===== src/rtl/memory_access_pkg.sv =====
// Shared encodings for the data-side load/store engine: funct3 codes, FSM states, lane masks.
// Optional feature macro used by memory_access_unit: MISALIGN_TRAP_EN.
package memory_access_pkg;

  // Store ops reuse the load encodings: SB=FN_B, SH=FN_H, SW=FN_W.
  typedef enum logic [2:0] {
    FN_B  = 3'b000,
    FN_H  = 3'b001,
    FN_W  = 3'b010,
    FN_BU = 3'b100,
    FN_HU = 3'b101
  } funct3_e;

  localparam logic [1:0] ST_IDLE  = 2'd0;
  localparam logic [1:0] ST_MERGE = 2'd1;
  localparam logic [1:0] ST_RESP  = 2'd2;

  localparam logic [31:0] LANE_MASK_B = 32'h0000_00FF;
  localparam logic [31:0] LANE_MASK_H = 32'h0000_FFFF;
  localparam logic [31:0] LANE_MASK_W = 32'hFFFF_FFFF;

  function automatic logic funct3_illegal(input logic write, input logic [2:0] f3);
    return (f3 == 3'b011) || (f3[2:1] == 2'b11) || (write && f3[2]);
  endfunction

endpackage


===== src/rtl/load_store_lane.sv =====
// Combinational byte-lane logic: merges sub-word store data into an old word and
// selects/extends the addressed lane of a word for loads.
module load_store_lane
  import memory_access_pkg::*;
(
  input  logic [2:0]  funct3,
  input  logic [1:0]  byteOffset,
  input  logic [31:0] oldWord,
  input  logic [31:0] storeData,
  output logic [31:0] mergedWord,
  output logic [31:0] loadData
);

  logic [4:0]  shift;
  logic [31:0] mask;
  logic [31:0] shifted;

  always_comb begin
    shift = 5'd0;
    mask  = LANE_MASK_W;
    // Halfwords ignore byteOffset[0], which aligns misaligned accesses down.
    case (funct3[1:0])
      2'b00:   begin shift = {byteOffset, 3'b000};        mask = LANE_MASK_B; end
      2'b01:   begin shift = {byteOffset[1], 4'b0000};    mask = LANE_MASK_H; end
      default: begin shift = 5'd0;                        mask = LANE_MASK_W; end
    endcase
    mergedWord = (oldWord & ~(mask << shift)) | ((storeData & mask) << shift);
    shifted    = oldWord >> shift;
    case (funct3)
      FN_B:    loadData = {{24{shifted[7]}}, shifted[7:0]};
      FN_H:    loadData = {{16{shifted[15]}}, shifted[15:0]};
      FN_BU:   loadData = {24'd0, shifted[7:0]};
      FN_HU:   loadData = {16'd0, shifted[15:0]};
      default: loadData = shifted;
    endcase
  end

endmodule


===== src/rtl/memory_access_unit.sv =====
// RV32I load/store engine in front of a 32-bit word RAM (sub-word stores via read-modify-write).
// Define MISALIGN_TRAP_EN to report misaligned halfword/word accesses as errors instead of aligning down.
module memory_access_unit
  import memory_access_pkg::*;
#(
  parameter int RAM_A_WIDTH = 12
) (
  input  logic                   clock,
  input  logic                   nReset,
  input  logic                   reqValid,
  output logic                   reqReady,
  input  logic                   reqWrite,
  input  logic [2:0]             reqFunct3,
  input  logic [31:0]            reqAddress,
  input  logic [31:0]            reqWriteData,
  output logic                   rspValid,
  output logic [31:0]            rspData,
  output logic                   rspError,
  output logic [RAM_A_WIDTH-1:0] ramWriteAddress,
  output logic [31:0]            ramDataIn,
  output logic                   ramWriteEnable,
  output logic [RAM_A_WIDTH-1:0] ramReadAddress,
  input  logic [31:0]            ramDataOut,
  output logic [1:0]             debugState
);

  // Handshake: a request transfers on a rising edge where reqValid and reqReady are both high;
  // the response is a single-cycle rspValid pulse that cannot be stalled.

  logic [1:0]             state;
  logic                   lat_write;
  logic [2:0]             lat_funct3;
  logic [1:0]             lat_offset;
  logic [RAM_A_WIDTH-1:0] lat_word;
  logic [31:0]            lat_data;

  logic                   accept;
  logic                   req_err;
  logic                   req_sw;
  logic [RAM_A_WIDTH-1:0] req_word;
  logic [RAM_A_WIDTH-1:0] cur_word;
  logic [31:0]            merged_word;
  logic [31:0]            load_data;
  logic                   unused_addr_bits;

  assign reqReady   = (state == ST_IDLE);
  assign rspValid   = (state == ST_RESP);
  assign debugState = state;
  assign accept     = reqValid & reqReady;
  assign req_word   = reqAddress[RAM_A_WIDTH+1:2];
  assign req_sw     = reqWrite && (reqFunct3 == FN_W);
  assign unused_addr_bits = ^reqAddress[31:RAM_A_WIDTH+2];

`ifdef MISALIGN_TRAP_EN
  assign req_err = funct3_illegal(reqWrite, reqFunct3) ||
                   ((reqFunct3[1:0] == 2'b01) && reqAddress[0]) ||
                   ((reqFunct3[1:0] == 2'b10) && (reqAddress[1:0] != 2'b00));
`else
  assign req_err = funct3_illegal(reqWrite, reqFunct3);
`endif

  // The RAM is addressed straight from the request while idle so MERGE sees the old word.
  assign cur_word        = reqReady ? req_word : lat_word;
  assign ramReadAddress  = cur_word;
  assign ramWriteAddress = cur_word;
  assign ramWriteEnable  = (accept && req_sw && !req_err) || ((state == ST_MERGE) && lat_write);
  assign ramDataIn       = (state == ST_MERGE) ? merged_word : reqWriteData;

  load_store_lane u_lane (
    .funct3     (lat_funct3),
    .byteOffset (lat_offset),
    .oldWord    (ramDataOut),
    .storeData  (lat_data),
    .mergedWord (merged_word),
    .loadData   (load_data)
  );

  always_ff @(posedge clock or negedge nReset) begin
    if (!nReset) begin
      state      <= ST_IDLE;
      rspData    <= 32'd0;
      rspError   <= 1'b0;
      lat_write  <= 1'b0;
      lat_funct3 <= 3'd0;
      lat_offset <= 2'd0;
      lat_word   <= '0;
      lat_data   <= 32'd0;
    end else begin
      case (state)
        ST_IDLE: begin
          if (accept) begin
            lat_write  <= reqWrite;
            lat_funct3 <= reqFunct3;
            lat_offset <= reqAddress[1:0];
            lat_word   <= req_word;
            lat_data   <= reqWriteData;
            if (req_err || req_sw) begin
              rspError <= req_err;
              rspData  <= 32'd0;
              state    <= ST_RESP;
            end else begin
              state <= ST_MERGE;
            end
          end
        end
        ST_MERGE: begin
          rspData  <= lat_write ? 32'd0 : load_data;
          rspError <= 1'b0;
          state    <= ST_RESP;
        end
        ST_RESP: state <= ST_IDLE;
        default: state <= ST_IDLE;
      endcase
    end
  end

endmodule


===== config.mk =====
export PLATFORM = sky130hd
export DESIGN_NAME = memory_access_unit
export DESIGN_NICKNAME = d
export VERILOG_FILES = /design/src/rtl/memory_access_pkg.sv /design/src/rtl/load_store_lane.sv /design/src/rtl/memory_access_unit.sv
export SDC_FILE = /design/constraint.sdc
export NUM_CORES = 1
export LEC_CHECK = 0
export BUFFER_PORTS_ARGS = -buffer_cell sky130_fd_sc_hd__buf_4
export CORE_ASPECT_RATIO = 1.4
export CORE_MARGIN = 3
export CORE_UTILIZATION = 25
export CTS_BUF_LIST = sky130_fd_sc_hd__clkbuf_4 sky130_fd_sc_hd__clkbuf_8
export DETAILED_ROUTE_END_ITERATION = 6
export GPL_TIMING_DRIVEN = 0
export SLEW_MARGIN = 10
export SYNTH_ARGS = -nofsm -noshare
export SYNTH_HDL_FRONTEND = slang
export SYNTH_HIERARCHICAL = 1
export SYNTH_SLANG_ARGS = --single-unit

===== constraint.sdc =====
create_clock -name clock -period 2.1 [get_ports clock]
set_clock_uncertainty 0.2 [all_clocks]
set_input_delay 0.105 -clock clock [delete_from_list [all_inputs] [get_ports clock]]
set_output_delay 0.105 -clock clock [all_outputs]
set_load 0.05 [all_outputs]

# Yosys cells after proc, flatten, opt, wreduce, memory -nomap -nowiden
# Index checks and enable logic that the tools add are counted.
[totals] ff_bits=85
[op_classes] n_mux=15 bitwise=5 reduce_logical=16 n_shift=3 eq_ne=11
[ops] op="$mux W32" count=4
[ops] op="$pmux W32 S2" count=2
[ops] op="$pmux W32 S4" count=1
[ops] op="$and A32 B32 Y32" count=2
[ops] op="$shl A32 B5 Y32" count=2
[ops] op="$not A32 Y32" count=1
[ops] op="$or A32 B32 Y32" count=1
[ops] op="$shr A32 B5 Y32" count=1
[ops] op="$mux W12" count=1
[ops] op="$pmux W5 S2" count=1
[ops] op="$eq A3 B2 Y1 const B" count=2
[ops] op="$eq A3 B3 Y1 const B" count=2
[ops] op="$logic_and A1 B1 Y1" count=5
[ops] op="$eq A2 B1 Y1 const B" count=2
[ops] op="$eq A2 B2 Y1 const B" count=2
[ops] op="$logic_not A2 Y1" count=2
[ops] op="$logic_or A1 B1 Y1" count=4
[ops] op="$mux W2" count=2
[ops] op="$ne A2 B1 Y1 const B" count=2
[ops] op="$pmux W2 S2" count=1
[ops] op="$eq A3 B1 Y1 const B" count=1
[ops] op="$logic_not A3 Y1" count=1
[ops] op="$reduce_and A3 Y1" count=1
[ops] op="$mux W1" count=2
[ops] op="other kinds (5)" count=5

# Logic depth before layout (Yosys ltp)
[depth] word_depth=7 ltp_mapped=8

# Modules after synthesis
# Netlist, hierarchy kept.
[modules_own_cells] module="memory_access_unit" area_each_um2=4097.7 cells_each=397 n_inst=1
[modules_own_cells] module="load_store_lane" area_each_um2=1400.1 cells_each=212 n_inst=1

# Worst setup path before layout
# No wires, ideal clock.
[synth_timing] path_type="register to output" from="register state[1] (netlist: debugState[1])" to="output ramWriteEnable" stages_incl_launch_ff=5 n_path_buf=1 setup_slack_ps=-498 t_arrival_ps=2293 cell_sequence="dfrtp_1 > nor2_4 > nand2_2 > buf_2 > o21ai_0"
[synth_via] elab_chain_len=5
[synth_rtl] item="start: declaration" line="memory_access_unit.sv:30" rtl="logic [1:0] state;"
[synth_rtl] item="start signal: assignment" line="memory_access_unit.sv:80" rtl="state <= ST_IDLE;"
[synth_rtl] item="start signal: assignment" line="memory_access_unit.sv:100" rtl="state <= ST_RESP;"
[synth_rtl] item="start signal: assignment" line="memory_access_unit.sv:102" rtl="state <= ST_MERGE;"
[synth_rtl] item="$logic_not A2 Y1" line="memory_access_unit.sv:46" rtl="assign reqReady = (state == ST_IDLE);"
[synth_rtl] item="$and A1 B1 Y1" line="memory_access_unit.sv:49" rtl="assign accept = reqValid & reqReady;"
[synth_rtl] item="$logic_and A1 B1 Y1 (2 in series)" line="memory_access_unit.sv:66" rtl="assign ramWriteEnable = (accept && req_sw && !req_err) || ((state == ST_MERGE) && lat_write);"
[synth_rtl] item="$logic_or A1 B1 Y1 *" line="memory_access_unit.sv:66"
[synth_rtl] item="end: declaration" line="memory_access_unit.sv:21" rtl="output logic ramWriteEnable,"
# Every way passes the cells marked *; elsewhere a longest branch is shown, timed or not.

# Final worst setup path
[layout_timing] from="register lat_funct3[0]" to="output ramDataIn[26]"
[layout_via] elab_chain_len=7
[layout_rtl] item="start: declaration" line="memory_access_unit.sv:32" rtl="logic [2:0] lat_funct3;"
[layout_rtl] item="start signal: assignment" line="memory_access_unit.sv:93" rtl="lat_funct3 <= reqFunct3;"
[layout_rtl] item="$eq A2 B1 Y1 or $logic_not A2 Y1 (tied branches)" line="load_store_lane.sv:22" rtl="case (funct3[1:0])"
[layout_rtl] item="$pmux W32 S2 or $pmux W5 S2 (tied branches)" line="load_store_lane.sv:22"
[layout_rtl] item="$shl A32 B5 Y32" line="load_store_lane.sv:27" rtl="mergedWord = (oldWord & ~(mask << shift)) | ((storeData & mask) << shift);"
[layout_rtl] item="$not A32 Y32" line="load_store_lane.sv:27"
[layout_rtl] item="$and A32 B32 Y32" line="load_store_lane.sv:27"
[layout_rtl] item="$or A32 B32 Y32 *" line="load_store_lane.sv:27"
[layout_rtl] item="named net merged_word[26]" line="memory_access_unit.sv:42" rtl="logic [31:0] merged_word;"
[layout_rtl] item="$mux W32 *" line="memory_access_unit.sv:67" rtl="assign ramDataIn = (state == ST_MERGE) ? merged_word : reqWriteData;"
[layout_rtl] item="end: declaration" line="memory_access_unit.sv:20" rtl="output logic [31:0] ramDataIn,"
# The timed path passes the listed nets; every way through them passes the cells marked *.

==> out/qor.csv <==
stage,metric,value,unit
power_and_ir_drop,p_leak,4.272,nW
final_layout,drive_above_1_share,55.39,%
logic_synthesis,synth-compound-area-share,17.73,%
power_and_ir_drop,p_seq_share,26.0,%
logic_synthesis,ys_seq_area_share,38.69,%
critical_path,r2r_end,rspData[22],
logic_synthesis,synth.area.mux_share,18.34,%
clocking,clock-sinks,85,
timing,rsz0062_at_grt,true,
clocking,clk_path_buf_depth,2,
logic_synthesis,yosys_warnings,6,
detailed_routing,num_vias,5754,
critical_path,rr_startpoint,lat_funct3[1],
hold_path,hp-start,ramDataOut[26],
global_route,gr-usage-met3,3.187,%
floorplanning,io-pin-count,197,
timing,period_minus_slack,2352,ps
critical_path,worstRegToRegCells,8,
critical_path,cp.required,1790,ps
logic_synthesis,synth_xor_xnor_area_share,0,%
critical_path,end_kind,output port,
power_and_ir_drop,switching_power,3.830,mW
final_layout,area_delta_synth_final,69.34,%
logic_synthesis,synth_area,5498,µm²
job,cap_violations,0,
floorplanning,dieHeight,181.5,µm
critical_path,r2r_slack,-230,ps
critical_path,path_class,reg2out,
timing,finalSetupViolations,56,
timing,hold_viol_final,0,
floorplanning,fp.dieW,131.3,µm
clocking,htree_levels,3,
logic_synthesis,avgSynthCellArea,9.028,µm²
global_route,grt_pass1_wl,33.53,mm
clocking,cts_tree,built,
clocking,cts_root_buf,clkbuf_8,
power_and_ir_drop,p_int,4.858,mW
final_layout,mostFrequentLayoutCells,"buf_4, nand2_1, dfrtp_1",
global_route,use_met1,20.29,%
floorplanning,dieArea,23830,µm²
logic_synthesis,synthAdderAreaFrac,0,%
global_route,first_global_vias,5945,
hold_path,hp-class,in2reg,
logic_synthesis,synth_edf_count,0,
global_route,grt_use_met2,31.40,%
power_and_ir_drop,total_power,8.688,mW
place,gp_congestion,0.9172,
timing,fin_crit_sh,112.0,%
detailed_routing,drt-initial-drc-count,366,
hold_path,hold_end,rspData[26],
logic_synthesis,yosys_most_used_dff,dfrtp_1,
hold_path,hold_path_depth,5,
floorplanning,rows,63,
power_and_ir_drop,p_clk_share,13.9,%
logic_synthesis,synth_simple_gate_area_share,16.66,%
detailed_routing,drt_pass1_iterations,5,
timing,report.final.slew_viol_count,0,
critical_path,worstPathArrival,2050,ps
critical_path,critPathLaunchType,flop,
detailed_routing,wl_per_cell,18.88,µm
timing,slew_headroom,46.34,%
global_route,antenna_found_initial,2,
global_route,grt_usage,17.77,%
floorplanning,core_region_area,21360,µm²
detailed_routing,drc,0,
logic_synthesis,synth_area_leaders,"dfrtp_1, mux2_2, nand2_1, o32ai_1, mux2_4",
detailed_routing,wl,22.18,mm
logic_synthesis,syn_inst,609,
logic_synthesis,synth_area_leader_cell,dfrtp_1,
clocking,numCtsBuffers,9,
power_and_ir_drop,power_density,933.1,nW/µm²
logic_synthesis,syn_nets,712,
logic_synthesis,synth_top_family_by_area,multiplexers,
run_status,status,"complete, but fails checks",
logic_synthesis,synth_cell_types,40,
timing,fin_ws,-252.0,ps
power_and_ir_drop,power_frac_comb,60.1,%
timing,setup_tns,-8612,ps
global_route,grt_max_degree,86,
global_route,grt_busiest_layer,met2,
logic_synthesis,yosys.area.top_type_share,38.69,%
global_route,overflow,0,
place,portBuffers,178,
run_status,violations,negative setup slack,
timing,fmax,425.2,MHz
power_and_ir_drop,ir_drop,0.3284,mV
logic_synthesis,ys_ff_latch,85,
detailed_routing,via_per_inst,4.897,
clocking,clk_pin_slew,80,ps
detailed_routing,ant_nets,0,
timing,worstMarginPinSlew,804.9,ps
floorplanning,start_util,25.74,%
logic_synthesis,synthArstFlopShare,100.0,%
place,dp_hpwl,16.19,mm
final_layout,nets,981,
clocking,clk_latency,370,ps
power_and_ir_drop,sw_frac_of_total,44.08,%
critical_path,cp_max_fo,8,
## metal layers
layer	part of all wire, %	wire length (µm)
met1	38	8401
met2	52	11630
met3	4.8	1065
met4	4.9	1085
met5	0	0
## synth_stat cells (2+ instances only)
| cell | n |
|---|---|
| nand2_1 | 180 |
| dfrtp_1 | 85 |
| mux2_2 | 60 |
| inv_1 | 36 |
| o32ai_1 | 32 |
| buf_2 | 23 |
| o21ai_0 | 23 |
| clkbuf_1 | 22 |
| a22oi_1 | 14 |
| o211ai_1 | 14 |
| buf_4 | 13 |
| nor2_1 | 12 |
| mux2_4 | 11 |
| nor2b_1 | 11 |
| a21oi_1 | 10 |
| o211ai_2 | 10 |
| a31oi_1 | 8 |
| a22o_1 | 7 |
| mux4_2 | 7 |
| nand2b_1 | 4 |
| buf_6 | 3 |
| o22ai_1 | 3 |
| buf_1 | 2 |
| o21a_1 | 2 |
| o221a_2 | 2 |
## how the worst max path moves through the flow
stage | start | end | slack, ps | cells after the start
after detailed placement | lat_funct3[1] | ramDataIn[13] | -680 | 8
after CTS | lat_funct3[1] | ramDataIn[15] | -230 | 9
after global placement | lat_funct3[1] | ramDataIn[13] | -680 | 8
final | lat_funct3[0] | ramDataIn[26] | -250 | 9
after global routing | lat_funct3[1] | ramDataIn[31] | -310 | 8
after floorplan | lat_offset[0] | ramDataIn[21] | -10 | 8
## power groups by stage
stage	Clock, mW	Sequential [mW]	Combinational, mW
2_1_floorplan	0	2.57	2.44
3_3_place_gp	0	2.24	3.94
3_5_place_dp	0	2.25	3.97
4_1_cts	1.24	2.24	4.84
5_1_grt	1.29	2.30	5.49
6_report	1.20	2.26	5.22
## stage by stage
step / instance area [µm²] / cells / hold slack (ps) / util (%) / setup slack, ps
2_1_floorplan: 5562 / 609 / -390.6 / - / -11.89
3_3_place_gp: 7263 / 1079 / 137.8 / 34.00 / -676.6
3_5_place_dp: 7263 / 1079 / 142.7 / 34.00 / -684.5
4_1_cts: 8945 / 1172 / 0.5954 / 41.87 / -232.2
5_1_grt: 9310 / 1175 / 24.32 / 43.58 / -307.8
6_report: 9310 / 1175 / 10.90 / 43.58 / -252.0
## layout make-up
class | instances | area [µm²]
antenna | 2 | 5.005
buffer | 51 | 406.6
tap | 292 | 365.4
sequential | 85 | 2135
clock inverter | 2 | 35.03
fill | 2044 | 12050
timing repair buffer | 270 | 2556
multi-input combinational | 425 | 3513
clock buffer | 12 | 158.9
inverter | 36 | 135.1
## cell families (layout without fill, tap and decap cells)
group           Yosys count  count (layout)
other cells               0               2
mux                      79              79
buf+inv                  99             371
compound gates          128             128
flops                    85              85
simple gates            218             218
## critical path: stages (launching register included)
cell and delay (ps):
dfrtp_2 490, buf_6 160, nor2_4 170, buf_12 150
nor2b_1 60, a31oi_2 220, o211ai_1 130, nand2_1 90
nand2_2 50, buf_6 150
## what timing repair did
action / in CTS / in global routing
gates cloned: 5 / 1
pin swaps: 38 / 39
buffers inserted: 22 / 12
hold endpoints to repair: 139 / 1
setup endpoints to repair: 83 / 77
hold buffers: 54 / 1
resized for setup: 195 / 111
## registers in the layout (all words and copies together), names as in the netlist
name and cells:
debugState 2, rspError 1, lat_data 32, lat_write 1
lat_funct3 3, lat_offset 2, rspData 32, lat_word 12
(Power assumes the default switching activity.)
